`src/rtl/fpu_issue_ctrl.sv`:
```
// Issue/capture stage in front of FPU_top: command FIFO, run/idle sequencing,
// edge-detected completion, watchdog abort, response channel and sticky flags.
module fpu_issue_ctrl #(
  parameter int DEPTH     = 4,
  parameter int SETUP_CYC = 2,
  parameter int TIMEOUT   = 64
) (
  input  logic        clk,
  input  logic        reset,
  input  logic        cmd_valid,
  output logic        cmd_ready,
  input  logic [3:0]  cmd_op,
  input  logic [1:0]  cmd_rm,
  input  logic [31:0] cmd_a,
  input  logic [31:0] cmd_b,
  output logic        fpu_reset,
  output logic [3:0]  fpu_opCode,
  output logic [1:0]  fpu_roundingMode,
  output logic [31:0] fpu_A,
  output logic [31:0] fpu_B,
  input  logic        fpu_resultReady,
  input  logic [31:0] fpu_result,
  input  logic [4:0]  fpu_flags,
  output logic        rsp_valid,
  input  logic        rsp_ready,
  output logic [31:0] rsp_result,
  output logic [4:0]  rsp_flags,
  output logic        rsp_timeout,
  output logic [4:0]  sticky_flags,
  input  logic        sticky_clr,
  output logic        busy
);

  localparam int ADDR = $clog2(DEPTH);
  localparam int SW   = (SETUP_CYC > 1) ? $clog2(SETUP_CYC) : 1;
  localparam int WW   = $clog2(TIMEOUT);

  typedef struct packed {
    logic [3:0]  op;
    logic [1:0]  rm;
    logic [31:0] a;
    logic [31:0] b;
  } cmd_t;

  typedef enum logic [1:0] {
    IDLE,
    SETUP,
    RUN,
    RECOVER
  } state_t;

  cmd_t            mem [DEPTH];
  cmd_t            cmdIn;
  cmd_t            head;
  cmd_t            shown;
  cmd_t            holdQ;
  logic [ADDR-1:0] wrPtr;
  logic [ADDR-1:0] rdPtr;
  logic [ADDR:0]   count;
  logic [ADDR:0]   countNext;
  logic            cmdReadyQ;
  logic            push;
  logic            pop;

  state_t          state;
  state_t          stateNext;
  logic [SW-1:0]   setupCnt;
  logic [SW-1:0]   setupCntNext;
  logic [WW-1:0]   wdCnt;
  logic [WW-1:0]   wdCntNext;
  logic            rrQ;
  logic            done;
  logic            capture;
  logic            abort;

  logic            rspValidQ;
  logic [31:0]     rspResultQ;
  logic [4:0]      rspFlagsQ;
  logic            rspTimeoutQ;
  logic [4:0]      stickyQ;
  logic            rspFire;

  assign cmdIn = '{op: cmd_op, rm: cmd_rm, a: cmd_a, b: cmd_b};
  assign push  = cmd_valid & cmdReadyQ;
  assign countNext = count
                   + {{ADDR{1'b0}}, push}
                   - {{ADDR{1'b0}}, pop};

  always_ff @(posedge clk) begin
    if (push) begin
      mem[wrPtr] <= cmdIn;
    end
  end

  // cmd_ready reflects occupancy after this edge, so a full FIFO never
  // accepts even when a pop lands in the same cycle.
  always_ff @(posedge clk or negedge reset) begin
    if (!reset) begin
      wrPtr     <= '0;
      rdPtr     <= '0;
      count     <= '0;
      cmdReadyQ <= 1'b0;
    end else begin
      if (push) begin
        wrPtr <= wrPtr + {{(ADDR-1){1'b0}}, 1'b1};
      end
      if (pop) begin
        rdPtr <= rdPtr + {{(ADDR-1){1'b0}}, 1'b1};
      end
      count     <= countNext;
      cmdReadyQ <= (countNext != (ADDR+1)'(DEPTH));
    end
  end

  assign head  = mem[rdPtr];
  assign shown = (count != '0) ? head : holdQ;

  always_ff @(posedge clk or negedge reset) begin
    if (!reset) begin
      holdQ <= '0;
    end else begin
      holdQ <= shown;
    end
  end

  assign fpu_opCode       = shown.op;
  assign fpu_roundingMode = shown.rm;
  assign fpu_A            = shown.a;
  assign fpu_B            = shown.b;

  assign done = fpu_resultReady & ~rrQ;

  always_ff @(posedge clk or negedge reset) begin
    if (!reset) begin
      state    <= IDLE;
      setupCnt <= '0;
      wdCnt    <= '0;
      rrQ      <= 1'b0;
    end else begin
      state    <= stateNext;
      setupCnt <= setupCntNext;
      wdCnt    <= wdCntNext;
      rrQ      <= fpu_resultReady;
    end
  end

  always_comb begin
    stateNext    = state;
    setupCntNext = setupCnt;
    wdCntNext    = wdCnt;
    pop          = 1'b0;
    capture      = 1'b0;
    abort        = 1'b0;
    unique case (state)
      IDLE: begin
        if ((count != '0) && !rspValidQ) begin
          stateNext    = SETUP;
          setupCntNext = '0;
        end
      end
      SETUP: begin
        if (setupCnt == SW'(SETUP_CYC - 1)) begin
          stateNext = RUN;
          wdCntNext = '0;
        end else begin
          setupCntNext = setupCnt + {{(SW-1){1'b0}}, 1'b1};
        end
      end
      RUN: begin
        wdCntNext = wdCnt + {{(WW-1){1'b0}}, 1'b1};
        // A real completion wins over a watchdog expiry in the same cycle.
        if (done) begin
          capture   = 1'b1;
          pop       = 1'b1;
          stateNext = RECOVER;
        end else if (wdCnt == WW'(TIMEOUT - 1)) begin
          abort     = 1'b1;
          pop       = 1'b1;
          stateNext = RECOVER;
        end
      end
      RECOVER: begin
        stateNext = IDLE;
      end
      default: begin
        stateNext = IDLE;
      end
    endcase
  end

  assign fpu_reset = (state != RUN);
  assign busy      = (state != IDLE) || (count != '0);

  assign rspFire = rspValidQ & rsp_ready;

  always_ff @(posedge clk or negedge reset) begin
    if (!reset) begin
      rspValidQ   <= 1'b0;
      rspResultQ  <= '0;
      rspFlagsQ   <= '0;
      rspTimeoutQ <= 1'b0;
    end else if (capture) begin
      rspValidQ   <= 1'b1;
      rspResultQ  <= fpu_result;
      rspFlagsQ   <= fpu_flags;
      rspTimeoutQ <= 1'b0;
    end else if (abort) begin
      rspValidQ   <= 1'b1;
      rspResultQ  <= 32'h7FC00000;
      rspFlagsQ   <= 5'b10000;
      rspTimeoutQ <= 1'b1;
    end else if (rspFire) begin
      rspValidQ <= 1'b0;
    end
  end

  always_ff @(posedge clk or negedge reset) begin
    if (!reset) begin
      stickyQ <= '0;
    end else if (rspFire) begin
      stickyQ <= sticky_clr ? rspFlagsQ : (stickyQ | rspFlagsQ);
    end else if (sticky_clr) begin
      stickyQ <= '0;
    end
  end

  assign cmd_ready    = cmdReadyQ;
  assign rsp_valid    = rspValidQ;
  assign rsp_result   = rspResultQ;
  assign rsp_flags    = rspFlagsQ;
  assign rsp_timeout  = rspTimeoutQ;
  assign sticky_flags = stickyQ;

endmodule

```
`config.mk`:
```
export PLATFORM = sky130hd
export DESIGN_NAME = fpu_issue_ctrl
export DESIGN_NICKNAME = d
export VERILOG_FILES = /design/src/rtl/fpu_issue_ctrl.sv
export SDC_FILE = /design/constraint.sdc
export NUM_CORES = 1
export LEC_CHECK = 0
export ABC_AREA = 1
export CAP_MARGIN = 20
export CORE_ASPECT_RATIO = 1.1
export CORE_MARGIN = 3
export CORE_UTILIZATION = 56
export CTS_BUF_LIST = sky130_fd_sc_hd__clkbuf_2
export CTS_CLUSTER_DIAMETER = 60
export DETAILED_ROUTE_END_ITERATION = 6
export PLACE_DENSITY = 0.79
export SKIP_CTS_REPAIR_TIMING = 1
export SLEW_MARGIN = 40
export SYNTH_ARGS = -nofsm -noshare
export SYNTH_HDL_FRONTEND = slang
export SYNTH_SLANG_ARGS = --single-unit
```
`constraint.sdc`:
```
create_clock -name clk -period 5.6 [get_ports clk]
set_input_delay 1.12 -clock clk [delete_from_list [all_inputs] [get_ports clk]]
set_output_delay 1.12 -clock clk [all_outputs]
set_load 0.005 [all_outputs]
```
==> results.toml <==
[outcome]
status = "completed"

[global_routing]
grt_pass1_vias = 10930
grt-ovfl-total = 0
antenna_found_initial = 7
grt_max_degree = 115
grt_util_all_layers = 0.2328
grt_pass1_wl_um = 54900

[die]
pin_count = 230
initial_core_util = 0.5752
die_width_um = 165.6
core-area_mm2 = 0.02727
die_area_mm2 = 0.03006
fp.dieH_um = 181.5
num_rows = 63

[job]
maxCapViolations = 0

[synth]
netlist_area_mm2 = 0.01569
yosysWarnings = 0
synthFlopType = "edfxtp_1"
synth_fp_nets = 1399
netlist.area_leader.share = 0.5360
synthCells = 1274
synth_cell_types = 31
synthTopCellsByCount = "310 x nand2_1, 280 x edfxtp_1, 183 x nor2_1, 132 x dfrtp_1, 121 x o21ai_0"
async_reset_ff_frac = 0.3204
synth_area_leaders = "edfxtp_1 54%, dfrtp_1 21%, nand2_1 7.4%, nor2_1 4.4%, o21ai_0 3.9%"
yosysTopAreaCell = "edfxtp_1"
ys_ff_latch = 412
avgSynthCellArea_um2 = 12.31
synth_seq_area_share = 0.7465
yosysMostFrequentCell = "nand2_1"
synth_edf_count = 280

[routing]
drtIter0Drc = 874
wl_met2_um = 17220
wl_per_cell_um = 17.53
drc = 0
drtAntennaViolNets = 0
met1_length_um = 13870
top_layer = "met5"
drt_wl_total_um = 34910
vias_per_cell = 5.336
route.met3.wl_um = 2878
drt_pre_antenna_iters = 5
via_count = 10620

[clock_network]
numCtsBuffers = 96
cts_tree = "yes"
cts_sinks = 412
htree_levels = 3
cts_root_buffer = "clkbuf_2"
insertion_delay_ps = 900
cts_buffer_depth = 3
clkTransAtPathRegs_ps = 120

[final_layout]
multi_input_area_mm2 = 0.003455
syn2layout_area_growth_pct = 22.29
register_area_mm2 = 0.01172
fin_util = 0.7034
num-nets-final = 1674
design_area_mm2 = 0.01918
drive_gt1_frac = 0.1143
fillers = 1928

[power]
power_frac_clock = 0.180
p_leak_uw = 0.007586
swShare = 0.3531
power.density_mw_per_mm2 = 538.9
switchingPower_uw = 3650
pwr-share-comb = 0.392
pwr-share-seq = 0.428
internal_power_uw = 6688
ir_drop_mv = 0.3609

[timing]
max-slew-margin-rel = 0.4547
slew_violations = 0
clock_skew_ps = 67.37
fin_crit_sh = 0.8472
setup_viol = 0
fin_crit_ps = 4745
fmax_mhz = 210.8
setup-tns-final_ps = 0
worst_slew_pin_slew_ps = 816.0
grt_setup_unrepaired = "false"
finalHoldViolCount = 0

[worst_setup_path]
critical_path.startpoint_type = "flop"
crit_path_end_kind = "output pin"
worst_ep_arrival_time_ps = 3620
startpoint = "rdPtr[0]"
worstPathRequired_ps = 4480
cp_common_cell = "nand2_1"
crit_family = "buffers and inverters"
cp.buffers_inverters = 3
crit_chain = "inv_4, buf_4, o21ai_0, o22ai_1, nand2_1, nand2_1, clkdlybuf4s50_1"
reg2reg_slack_ps = 2590
path_class = "reg2out"
critical_path.slowest_cell = "dfrtp_4"
reg2reg_from = "state[0]"
rr_worst_depth = 11
crit_fanout = 71
crit_cells = 7
critical_path.max_stage_delay_ps = 630

[placement]
placedInstanceArea_mm2 = 0.01827
portBuffers = 229
dpl.hpwl_um = 20470
gp_congestion = 0.7909

[worst_hold_path]
hold_class = "in2async"
[layout make-up]
| class | count | area share |
|---|---|---|
| repair buffers | 244 | 0.1310 |
| clock buffers | 145 | 0.03783 |
| well taps | 357 | 0.02328 |
| clock inverters | 31 | 0.008087 |
| flip-flops and latches | 412 | 0.6107 |
| diodes | 7 | 0.0009131 |
| multi-input cells | 756 | 0.1801 |
| inverters | 39 | 0.008152 |
[state kept, by name (all words and copies together) (netlist names), 2 cells and up]
signal        count
mem             280
rsp_flags         5
holdQ            70
state             2
rdPtr             2
wrPtr             2
rsp_result       32
sticky_flags      5
wdCnt             6
count             3
[cell families (layout without fill, tap and decap cells)]
kind of cell	count (synthesis)	in the layout	synth area share
simple gates	505	505	0.1232
flops	412	412	0.7465
compound gates	234	234	0.08175
buf+inv	106	459	0.03565
fa+ha+maj	12	12	0.01005
xor+xnor	5	5	0.002791
other cells	0	7	0
[metal layers]
metal  global-route usage  up-vias
met5                    0        -
met4               0.1058        2
met3              0.06137       76
met2               0.3882      458
met1               0.2844     5062
li1                     -     5026
[power by group through the flow]
stage	sequential (uW)	clock, uW	combinational, uW
after global placement	4460	0	3960
after global routing	4500	2070	4520
after detailed placement	4490	0	4080
after floorplan	4460	0	2100
final	4420	1860	4060
after CTS	4420	1920	4100
[path summary, 6_finish.rpt]
check,endpoint
worst max-delay path,fpu_A[31]
worst min-delay path,state[0]
worst max register to register,cmd_ready
worst min register to register,rsp_result[31]
max in group asynchronous,holdQ[60]
min in group clk,rsp_result[31]
[metrics by stage]
step | power (uW) | hold slack [ps] | worst slack, ps | std cells
6_report | 10340 | 264.6 | 855.5 | 1991
2_1_floorplan | 6559 | 465.0 | 875.7 | 1274
3_3_place_gp | 8416 | 453.0 | 1797 | 1805
4_1_cts | 10440 | 251.6 | 802.8 | 1983
5_1_grt | 11100 | 239.6 | 519.2 | 1991
3_5_place_dp | 8567 | 458.6 | 1745 | 1807
[layout by cell type (no fill, tap or decap), types with 2 or more instances in the layout]
cell type          n
a21oi_1            4
buf_12             4
buf_16             2
buf_4              7
clkbuf_2         145
clkbuf_8           2
clkdlybuf4s50_1  228
clkinv_1          25
clkinvlp_4         3
dfrtp_1          130
diode_2            7
edfxtp_1         280
ha_1              11
inv_1             34
inv_2              3
inv_4              2
nand2_1          309
nand2_4            2
nand3_1            5
nand4_1            2
nor2_1           179
nor2_4             5
o21ai_0          121
o21ai_1           31
o22ai_1           75
xor2_1             4
Power figures use the tool's default switching activity.
